$ cat src/rtl/parallel_sample_serializer.sv
// -----------------------------------------------------------------------------
// parallel_sample_serializer
//
// Splits each wide multi-lane sample word from the parallel DDS into a stream
// of one sample per beat, lane 0 first. A single word is held while its lanes
// are emitted. The next word can be accepted in the same cycle that the last
// lane is handed off, so the output runs gapless at one sample per clock.
//
// Ports
//   clk            system clock
//   rst_n          asynchronous active-low reset
//   s_axis_tdata   parallel sample word, lane k = bits [DW*(k+1)-1 : DW*k]
//   s_axis_tvalid  input word valid
//   s_axis_tready  word can be accepted this cycle
//   m_axis_tdata   current serial sample
//   m_axis_tvalid  serial sample valid
//   m_axis_tready  downstream accepts the sample
//   m_axis_tlast   high on the lane CHANNELS-1 beat of each word
//   m_axis_lane    lane index of the current sample
//
// FSM states
//   state | meaning
//   EMPTY | no word held; accept a new word when ready_en is set
//   BUSY  | word held in r_hold; lane r_lane is presented on the output
//
// Note: s_axis_tready depends combinationally on m_axis_tready, which is how
// the last lane of one word and the first lane of the next can hand off in
// the same cycle. Upstream must not derive s_axis_tvalid from s_axis_tready.
// -----------------------------------------------------------------------------
module parallel_sample_serializer #(
  parameter int CHANNELS   = 8,
  parameter int DATA_WIDTH = 16,
  parameter int LANE_W     = (CHANNELS > 1) ? $clog2(CHANNELS) : 1
) (
  input  logic                           clk,
  input  logic                           rst_n,
  input  logic [DATA_WIDTH*CHANNELS-1:0] s_axis_tdata,
  input  logic                           s_axis_tvalid,
  output logic                           s_axis_tready,
  output logic [DATA_WIDTH-1:0]          m_axis_tdata,
  output logic                           m_axis_tvalid,
  input  logic                           m_axis_tready,
  output logic                           m_axis_tlast,
  output logic [LANE_W-1:0]              m_axis_lane
);

  typedef enum logic {
    EMPTY = 1'b0,
    BUSY  = 1'b1
  } state_t;

  localparam logic [LANE_W-1:0] LAST_LANE = LANE_W'(CHANNELS - 1);

  state_t                         r_state;
  state_t                         w_state_nxt;
  logic [DATA_WIDTH*CHANNELS-1:0] r_hold;
  logic [LANE_W-1:0]              r_lane;
  logic [LANE_W-1:0]              w_lane_nxt;
  logic                           r_ready_en;
  logic                           w_load;
  logic                           w_in_hs;
  logic                           w_out_hs;
  logic                           w_last;
  logic [DATA_WIDTH-1:0]          w_lane_data;

  // Output view of the held word
  assign w_last        = (r_state == BUSY) && (r_lane == LAST_LANE);
  assign m_axis_tvalid = (r_state == BUSY);
  assign m_axis_tlast  = w_last;
  assign m_axis_lane   = r_lane;
  assign m_axis_tdata  = w_lane_data;

  // Lane mux written as a compare loop so it stays clean for any CHANNELS,
  // including counts that are not a power of two.
  always_comb begin
    w_lane_data = '0;
    for (int k = 0; k < CHANNELS; k++) begin
      if (r_lane == LANE_W'(k)) begin
        w_lane_data = r_hold[k*DATA_WIDTH +: DATA_WIDTH];
      end
    end
  end

  // Ready when empty, or when the final lane is leaving this very cycle.
  assign w_out_hs      = m_axis_tvalid && m_axis_tready;
  assign s_axis_tready = r_ready_en && ((r_state == EMPTY) || (w_out_hs && w_last));
  assign w_in_hs       = s_axis_tvalid && s_axis_tready;

  // ready_en keeps tready low during reset and on the first edge after it.
  always_ff @(posedge clk or negedge rst_n) begin
    if (!rst_n) begin
      r_ready_en <= 1'b0;
    end else begin
      r_ready_en <= 1'b1;
    end
  end

  always_ff @(posedge clk or negedge rst_n) begin
    if (!rst_n) begin
      r_state <= EMPTY;
    end else begin
      r_state <= w_state_nxt;
    end
  end

  always_comb begin
    w_state_nxt = r_state;
    w_lane_nxt  = r_lane;
    w_load      = 1'b0;
    case (r_state)
      EMPTY: begin
        if (w_in_hs) begin
          w_load      = 1'b1;
          w_lane_nxt  = '0;
          w_state_nxt = BUSY;
        end
      end
      BUSY: begin
        if (w_out_hs) begin
          if (r_lane == LAST_LANE) begin
            w_lane_nxt = '0;
            if (w_in_hs) begin
              w_load = 1'b1;
            end else begin
              w_state_nxt = EMPTY;
            end
          end else begin
            w_lane_nxt = r_lane + LANE_W'(1);
          end
        end
      end
      default: begin
        w_state_nxt = EMPTY;
        w_lane_nxt  = '0;
      end
    endcase
  end

  always_ff @(posedge clk or negedge rst_n) begin
    if (!rst_n) begin
      r_lane <= '0;
    end else begin
      r_lane <= w_lane_nxt;
    end
  end

  // The held word is left stale after the last lane; it is not visible
  // because valid is low in EMPTY.
  always_ff @(posedge clk or negedge rst_n) begin
    if (!rst_n) begin
      r_hold <= '0;
    end else if (w_load) begin
      r_hold <= s_axis_tdata;
    end
  end

endmodule

$ cat config.mk
export PLATFORM = sky130hd
export DESIGN_NAME = parallel_sample_serializer
export DESIGN_NICKNAME = d
export VERILOG_FILES = /design/src/rtl/parallel_sample_serializer.sv
export SDC_FILE = /design/constraint.sdc
export NUM_CORES = 1
export LEC_CHECK = 0
export CAP_MARGIN = 0
export CORE_MARGIN = 4
export CORE_UTILIZATION = 60
export CTS_CLUSTER_SIZE = 16
export DETAILED_ROUTE_END_ITERATION = 7
export DONT_BUFFER_PORTS = 1
export PLACE_DENSITY = 0.76
export RECOVER_POWER = 50
export SETUP_SLACK_MARGIN = 0.5
export SLEW_MARGIN = 0
export SYNTH_ARGS = -nofsm -noshare
export SYNTH_HDL_FRONTEND = slang
export SYNTH_SLANG_ARGS = --single-unit
$ cat constraint.sdc
create_clock -name clk -period 2.8 [get_ports clk]
set_clock_uncertainty 0.05 [all_clocks]
set_input_delay 0.56 -clock clk [delete_from_list [all_inputs] [get_ports clk]]
set_output_delay 0.56 -clock clk [all_outputs]
set_load 0.05 [all_outputs]
==> results.json <==
{
  "clock.fmax_ghz": 0.3202,
  "start_util_pct": 61.48,
  "synthFlopType": "dfrtp_1",
  "final_common_cell": "dfrtp_1",
  "final_util_pct": 79.78,
  "busiest_layer": "met2",
  "antenna_found_initial": 1,
  "portBuffers": 0,
  "min_period_ps": 3123,
  "arrival_ps": 2510,
  "r2r_end": "r_hold[51]",
  "max_cap_violations": 0,
  "globalplace.congestion": 0.8489,
  "period_share_pct": 111.6,
  "grt-ovfl-total": 0,
  "setup_ws_ps": -323.4,
  "synthTopCellsByArea": "dfrtp_1, mux2_2, a21oi_1",
  "drtAntennaViolNets": 0,
  "fp.dieH_um": 110.9,
  "cp_data_required_time_ps": 2190,
  "groute.layer.met2.usage_pct": 49.84,
  "crit_path_end_kind": "primary output",
  "gr-usage-met3_pct": 8.952,
  "syn_nets": 712,
  "cts-root-buf": "clkbuf_8",
  "violations": "hold timing, setup timing",
  "ys_async_sr_fraction_pct": 100.0,
  "drc": 0,
  "clk_latency_ps": 520,
  "setup_violations": 16,
  "drtPass1Iterations": 5,
  "netlist_area_um2": 6347,
  "coreArea_um2": 10320,
  "clock_path_buffers": 2,
  "cts_tree": "done",
  "wl_um": 17250,
  "syn_avg_cell_area_um2": 11.06,
  "relSlewSlack_pct": 59.30,
  "grt_pass1_wl_um": 26740,
  "drt-initial-drc-count": 435,
  "antenna_cells": 0,
  "finalHoldViolations": 133,
  "power_density_nw_per_um2": 1529,
  "critical_path.max_fanout": 9,
  "ys_warn_count": 0,
  "die_x_um": 110.9,
  "fp.dieArea_um2": 12290,
  "htreeDepth": 4,
  "viasPerCell": 6.289,
  "synth_cells": 574,
  "hp-class": "input pin to asynchronous set/reset pin",
  "wl_per_cell_um": 23.38,
  "leakage_nw": 3.434,
  "worstMarginPinSlew_ps": 610.5,
  "rr_startpoint": "m_axis_lane[0]",
  "worstRegToRegCells": 8,
  "synth_area_leader_cell": "dfrtp_1",
  "synth-edff-count": 0,
  "maxSlewViolCount": 0,
  "peakVddDrop_uv": 1312,
  "clock_sinks": 133,
  "rsz0062_at_grt": "yes",
  "hold_slack_ps": -323.2,
  "synth_seq_area_share_pct": 52.43,
  "nets": 727,
  "grt_usage_pct": 27.80,
  "num_io_pins": 154,
  "yosysTopAreaCellShare_pct": 52.43,
  "r2r_slack_ps": 560,
  "layout_common_cells": "dfrtp_1, mux2_2, nand2_1",
  "numCtsBuffers": 17,
  "grtUsageMet1_pct": 31.88,
  "core.rowCount": 37,
  "grt_pass1_vias": 5055,
  "startpoint": "m_axis_lane[0]",
  "pre_cts_slack_ps": -36.12,
  "area_growth_pct": 29.77,
  "num_vias": 4641,
  "hpwl_um": 10730,
  "grt_max_degree": 134,
  "clk_pin_slew_ps": 60,
  "outcome": "complete, but fails checks",
  "synth.ff_latch_count": 133,
  "start_kind": "flop",
  "synth.distinct_cells": 30,
  "drive_gt1_share_pct": 41.69,
  "setup_tns_ps": -4424,
  "setup.worst_path.class": "flop to primary output"
}
==> power breakdown <==
part | switching [mW] | total, mW | internal, mW
Sequential | 0.527 | 3.39 | 2.86
Combinational | 3.77 | 7.04 | 3.27
Clock | 0.832 | 2.16 | 1.33
Total | 5.13 | 12.6 | 7.46
==> cells by family after synthesis <==
| family | share of synthesized area (%) |
|---|---|
| compound gates | 14.86 |
| flops | 52.43 |
| simple gates | 8.417 |
| mux | 17.21 |
| buf+inv | 5.835 |
| fa+ha+maj | 1.183 |
| other cells | 0.05908 |
==> state kept, by name, summed over array words and instances (netlist names) <==
signal,count
m_axis_lane,3
r_hold,128
m_axis_tvalid,1
r_ready_en,1
==> per-stage QoR <==
| stage | std cells | hold WS (ps) | power (mW) | area (um^2) |
|---|---|---|---|---|
| floorplan | 574 | 214.4 | 7.280 | 6629 |
| global placement | 698 | 218.7 | 9.164 | 7073 |
| detailed placement | 698 | 219.7 | 9.371 | 7073 |
| CTS | 736 | -331.8 | 12.30 | 8113 |
| global route | 738 | -350.8 | 13.16 | 8237 |
| finish | 738 | -323.2 | 12.59 | 8237 |
==> synthesized netlist by cell type, drive strengths merged (6+ instances only) <==
cell / number
inv: 34
nand2b: 18
dfrtp: 133
a21oi: 64
mux2: 97
o22ai: 16
clkbuf: 22
ha: 6
buf: 23
o21ai: 33
nand2: 69
a221oi: 16
nand3b: 16
o31ai: 16
==> final cells by class <==
class	instances	area, um^2
clock buffer	20	455.4
clock inverter	12	128.9
fill	582	2087
inverter	35	140.1
multi-input combinational	361	3303
sequential	133	3334
tap	136	170.2
timing repair buffer	41	704.4
==> critical path, stage by stage (launching register included) <==
cell	delay, ps
dfrtp_2	430
buf_12	160
clkinvlp_4	120
ha_4	200
buf_12	140
nand3b_1	140
a221oi_4	340
o22ai_4	130
a21oi_4	180
buf_12	150
==> per-layer routing <==
metal  up-vias  wire [um]
li1       2040          -
met1      2394       6220
met2       171       9426
met3        34       1185
met4         2        407
met5         -         13
==> worst max-delay path by stage <==
stage | to | slack, ps
after floorplan | m_axis_tdata[10] | -10
after global placement | m_axis_tdata[9] | 10
after detailed placement | m_axis_tdata[8] | -40
after CTS | m_axis_tdata[8] | -320
after global routing | m_axis_tdata[8] | -390
final | m_axis_tdata[8] | -320
==> what timing repair did <==
item,CTS,global route
resized for setup,62,14
setup endpoints to repair,18,56
pin swaps,5,8
setup buffers,3,1
hold endpoints to repair,133,133
gates cloned,3,1
Note: power is estimated with default switching activity, not from simulation.
